<file path="config.mk">
export PLATFORM = sky130hd
export DESIGN_NAME = branch_predict_ctrl
export DESIGN_NICKNAME = d
export VERILOG_FILES = /design/src/rtl/branch_predict_ctrl.sv
export SDC_FILE = /design/constraint.sdc
export NUM_CORES = 1
export LEC_CHECK = 0
export CAP_MARGIN = 20
export CELL_PAD_IN_SITES_DETAIL_PLACEMENT = 1
export CELL_PAD_IN_SITES_GLOBAL_PLACEMENT = 1
export CORE_UTILIZATION = 32
export CTS_BUF_LIST = sky130_fd_sc_hd__clkbuf_16
export CTS_CLUSTER_DIAMETER = 50
export DETAILED_ROUTE_END_ITERATION = 7
export GPL_TIMING_DRIVEN = 0
export PLACE_DENSITY = 0.91
export SKIP_CTS_REPAIR_TIMING = 1
export SYNTH_ARGS = -nofsm -noshare
export SYNTH_HDL_FRONTEND = slang
export SYNTH_SLANG_ARGS = --single-unit
</file>
<file path="constraint.sdc">
create_clock -name i_clk -period 3.4 [get_ports i_clk]
set_input_delay 0.85 -clock i_clk [delete_from_list [all_inputs] [get_ports i_clk]]
set_output_delay 0.85 -clock i_clk [all_outputs]
set_load 0.1 [all_outputs]
</file>
<file path="src/rtl/branch_predict_ctrl.sv">
`default_nettype none
// ============================================================================
// Module   : branch_predict_ctrl
// Purpose  : 2-bit saturating-counter branch direction predictor (ID lookup),
//            EX-stage misprediction detection with PC redirect and a
//            multi-cycle pipeline flush sequencer, plus debug statistics.
// Revision : 1.0 - initial release
// ============================================================================
module branch_predict_ctrl #(
  parameter int NBITS        = 32,
  parameter int IDX_BITS     = 4,
  parameter int FLUSH_CYCLES = 2,
  parameter int CNT_BITS     = 16
) (
  input  logic                i_clk,
  input  logic                i_reset,
  input  logic                i_enable,
  input  logic [NBITS-1:0]    i_ID_PC,
  input  logic                i_ID_IsBranch,
  output logic                o_ID_PredTaken,
  input  logic                i_Resolve_Valid,
  input  logic [NBITS-1:0]    i_Resolve_PC,
  input  logic                i_Resolve_PredTaken,
  input  logic                i_PCSrc,
  input  logic [NBITS-1:0]    i_Resolve_Target,
  input  logic [NBITS-1:0]    i_Resolve_PCPlus4,
  output logic                o_Redirect,
  output logic [NBITS-1:0]    o_RedirectAddr,
  output logic                o_Flush,
  output logic [CNT_BITS-1:0] o_BranchCount,
  output logic [CNT_BITS-1:0] o_MispredictCount
);

  localparam int                ENTRIES    = 1 << IDX_BITS;
  localparam logic [1:0]        ST_IDLE    = 2'd0;
  localparam logic [1:0]        ST_FLUSH   = 2'd1;
  localparam logic [2:0]        FLUSH_LOAD = 3'(FLUSH_CYCLES);
  localparam logic [CNT_BITS-1:0] CNT_MAX  = '1;

  logic [1:0]          pred_table [ENTRIES];
  logic [1:0]          state;
  logic [1:0]          state_next;
  logic [2:0]          flush_cnt;
  logic [2:0]          flush_cnt_next;
  logic [IDX_BITS-1:0] id_idx;
  logic [IDX_BITS-1:0] rs_idx;
  logic                accept;
  logic                mispredict;
  logic                redirect_q;
  logic [NBITS-1:0]    redirect_addr_q;
  logic [CNT_BITS-1:0] branch_cnt;
  logic [CNT_BITS-1:0] mispredict_cnt;

  // Word-aligned PCs: drop the two byte-offset bits when indexing.
  assign id_idx = i_ID_PC[IDX_BITS+1:2];
  assign rs_idx = i_Resolve_PC[IDX_BITS+1:2];

  // Lookup reads the registered table only, so same-cycle updates are not bypassed.
  assign o_ID_PredTaken = i_ID_IsBranch & pred_table[id_idx][1];

  // Resolutions arriving while flushing belong to squashed instructions.
  assign accept     = i_enable & i_Resolve_Valid & (state == ST_IDLE);
  assign mispredict = accept & (i_PCSrc != i_Resolve_PredTaken);

  // State register: FSM state and remaining-flush down-counter.
  always_ff @(posedge i_clk) begin
    if (i_reset) begin
      state     <= ST_IDLE;
      flush_cnt <= '0;
    end else if (i_enable) begin
      state     <= state_next;
      flush_cnt <= flush_cnt_next;
    end
  end

  // Next-state logic: enter FLUSH on a mispredict, leave when the count reaches 1.
  always_comb begin
    state_next     = state;
    flush_cnt_next = flush_cnt;
    case (state)
      ST_IDLE: begin
        if (mispredict) begin
          state_next     = ST_FLUSH;
          flush_cnt_next = FLUSH_LOAD;
        end
      end
      ST_FLUSH: begin
        if (flush_cnt == 3'd1) begin
          state_next     = ST_IDLE;
          flush_cnt_next = '0;
        end else begin
          flush_cnt_next = flush_cnt - 3'd1;
        end
      end
      default: begin
        state_next     = ST_IDLE;
        flush_cnt_next = '0;
      end
    endcase
  end

  // Output decode: flush is asserted for every cycle spent in FLUSH.
  always_comb begin
    o_Flush = 1'b0;
    if (state == ST_FLUSH) begin
      o_Flush = 1'b1;
    end
  end

  // Predictor table: reset to weakly not-taken, saturating train on accepted resolutions.
  always_ff @(posedge i_clk) begin
    if (i_reset) begin
      for (int i = 0; i < ENTRIES; i++) begin
        pred_table[i] <= 2'b01;
      end
    end else if (accept) begin
      if (i_PCSrc && (pred_table[rs_idx] != 2'b11)) begin
        pred_table[rs_idx] <= pred_table[rs_idx] + 2'd1;
      end else if (!i_PCSrc && (pred_table[rs_idx] != 2'b00)) begin
        pred_table[rs_idx] <= pred_table[rs_idx] - 2'd1;
      end
    end
  end

  // Redirect strobe and captured address; the address holds between mispredicts.
  always_ff @(posedge i_clk) begin
    if (i_reset) begin
      redirect_q      <= 1'b0;
      redirect_addr_q <= '0;
    end else if (i_enable) begin
      redirect_q <= mispredict;
      if (mispredict) begin
        redirect_addr_q <= i_PCSrc ? i_Resolve_Target : i_Resolve_PCPlus4;
      end
    end
  end

  // Saturating statistics counters for the debug unit.
  always_ff @(posedge i_clk) begin
    if (i_reset) begin
      branch_cnt     <= '0;
      mispredict_cnt <= '0;
    end else begin
      if (accept && (branch_cnt != CNT_MAX)) begin
        branch_cnt <= branch_cnt + 1'b1;
      end
      if (mispredict && (mispredict_cnt != CNT_MAX)) begin
        mispredict_cnt <= mispredict_cnt + 1'b1;
      end
    end
  end

  assign o_Redirect        = redirect_q;
  assign o_RedirectAddr    = redirect_addr_q;
  assign o_BranchCount     = branch_cnt;
  assign o_MispredictCount = mispredict_cnt;

endmodule
`default_nettype wire

</file>
==> flow_summary.yaml, run 1 <==
placement:
  port_buffers: 143
  dpl.hpwl_um: 12500
  place.gp.congestion: 0.9375
sta:
  finClkSkew_ns: 0.008029
  rsz0062_at_grt: "false"
  finalCritPeriodShare_pct: 95.86
  tightest_slew_ns: 1.017
  hold_viol_final: 0
  maxSlewViolCount: 0
  fin_crit_ns: 3.259
  setup_violations: 0
  maxSlewHeadroom_pct: 31.96
  clock.fmax_mhz: 306.8
synthesis:
  seq_area_frac_synth_pct: 46.43
  synth_top_family_by_area: "simple AND/OR/NAND/NOR gates"
  synth_area_leader_cell: "dfxtp_1"
  async_reset_ff_share_pct: 0
  synth_flop_cell: "dfxtp_1"
  yosys-top-cells-count: "nor2_1, dfxtp_1, nand2_1"
  synth_xor_xnor_area_share_pct: 4.861
  syn_area_um2: 5045
  yosysWarnings: 0
  netlist.area_leader.share_pct: 27.38
  synth_compound_area_share_pct: 12.08
  synth_edf_count: 32
  syn_area_per_cell_um2: 9.950
  synth.net_count: 646
  synthMuxAreaShare_pct: 14.83
  synth.distinct_cells: 48
  synthCells: 507
  ys_seq_elements: 101
  synthSimpleGateAreaFrac_pct: 17.46
  yosys.area_share.adder_pct: 0.9921
  yosysMostFrequentCell: "nor2_1"
  yosys-top-cells-area: "dfxtp_1, edfxtp_1, nor2_1, mux2i_1, mux4_2"
floorplanning:
  dieHeight_um: 127.6
  die_area_um2: 16270
  die_w_um: 127.6
  core_um2: 15310
  rows: 45
  initial_core_util_pct: 32.94
  ios: 202
grt:
  grtUsageTotal_pct: 20.09
  grt_overflow_total: 0
  grt_pass1_vias: 4955
  grt_max_degree: 17
  grt_pass1_wl_um: 25330
  antenna_found_initial: 0
route:
  routed_via_density: 5.237
  drc: 0
  antenna_left: 0
  wirelength_um: 16120
  drtPass1Iterations: 4
  drtIter0Drc: 195
  num_vias: 4593
  avgRoutedWirePerCell_um: 18.38
clocking:
  htreeDepth: 3
  clkLatencyLatePin_ns: 0.35
  clockRootBuffer: "clkbuf_16"
  cts_buffers: 9
  cts_buffer_depth: 2
  cts_tree: "built"
  cts.sinks: 101
  clkTransAtPathRegs_ns: 0.07
min_path:
  min_path_type: "register to register"
critical_path:
  cp_data_required_time_ns: 3.50
  path_class: "input pin to register"
  cp_max_fo: 10
  r2r_slack_ns: 0.93
  cp-end-kind: "register"
  critPathArrivalTime_ns: 3.36
  cp-start-kind: "input pin"
power_and_ir_drop:
  power_density_nw_per_um2: 415.2
  max-vdd-ir-drop_mv: 0.2047
  p_leak_nw: 2.413
  power_w: 0.002915
final_layout:
  final_core_util_pct: 45.83
  syn2layout_area_growth_pct: 39.14
  nets: 800
  drive_gt1_share_pct: 6.456
  num-fill-cells: 1736
  num_antenna_cells: 0
status:
  outcome: "finished clean"
job:
  cap_violations: 0
[power by group]
group	switching, W	total, W	internal, W
combinational	0.000403	0.000623	0.000219
sequential	0.0000263	0.00131	0.00128
clock	0.000454	0.000986	0.000533
total	0.000883	0.00291	0.00203
[worst max-delay path, cell delays in order]
cell and delay [ns]:
clkdlybuf4s50_1 0.62, clkbuf_1 0.39, inv_1 0.17, mux2_2 0.36, or2_4 0.27, mux2i_4 0.17, o22ai_4 0.14, buf_6 0.17
a31o_1 0.21
[flip-flops by register name, indices dropped and copies added, names as in the netlist]
signal	cells
flush_cnt	3
state	1
o_BranchCount	16
o_RedirectAddr	32
pred_table	32
o_MispredictCount	16
o_Redirect	1
[metal layers]
metal  track usage, %  part of all wire [%]  vias to the layer above
met3            4.020                   5.6                       30
met1            22.96                    39                     2253
met5                0                     0                        -
met2            36.90                    53                      168
met4            7.283                   2.0                        0
li1                 -                     -                     2142
[area by class of cell]
type	instances	area [um^2]	share of cell area (%)
buffer	29	123.9	1.765
clock buffer	10	250.2	3.565
clock inverter	6	31.28	0.4456
inverter	12	45.04	0.6417
multi-input combinational	365	2534	36.10
sequential	101	2342	33.37
tap	211	264.0	3.761
timing repair buffer	143	1429	20.36
[path summary, 6_finish.rpt]
| kind | from | end | cells after the start |
|---|---|---|---|
| setup reg to reg | pred_table[12][1] | pred_table[12][0] | 7 |
| hold reg to reg | o_RedirectAddr[10] | o_RedirectAddr[10] | 2 |
| setup / recovery | i_Resolve_PC[2] | pred_table[12][0] | 9 |
| hold / removal | o_RedirectAddr[10] | o_RedirectAddr[10] | 2 |
[metrics by stage]
step           cell area (um^2)  std cells  TNS (ns)  hold slack [ns]  setup slack, ns
2_1_floorplan              5045        507         0           0.4532           0.2897
3_3_place_gp               6740        861    -13.72           0.4604           -1.049
3_5_place_dp               6740        861    -19.05           0.4935           -1.069
4_1_cts                    7022        877    -3.278           0.5018           -1.076
5_1_grt                    7019        877         0           0.5242          0.02738
6_report                   7019        877         0           0.5027           0.1407
[cell families after synthesis]
logic type	count (synthesis)
and+or+nand+nor	196
DFF	101
AOI/OAI and AO/OA	80
muxes	57
buffers and inverters	41
xor gates and xnor gates	28
adders and majority gates	4
[cells in the final DEF (no fill, tap or decap), types with 5 or more instances in the layout]
cell and n:
mux2_2 6, a21oi_1 8, inv_1 14, a211oi_1 32
dfxtp_1 69, clkdlybuf4s50_1 139, a31o_1 12, clkbuf_16 10
xnor2_1 16, mux2i_1 35, clkbuf_1 23, nand4_1 7
and3_1 5, nand3_1 19, nand2b_1 6, xor2_1 12
mux4_2 11, nor2_1 97, edfxtp_1 32, nand2_1 38
o21ai_0 6
Note: power is estimated with default switching activity, not from simulation.
==> run 2, diff against run 1 <==
- ABC_CLOCK_PERIOD_IN_PS: unset -> 3400
- SLEW_MARGIN: unset -> 20
==> results of run 2 <==
No change in the layout: final DEF, timing and power equal those of run 1.
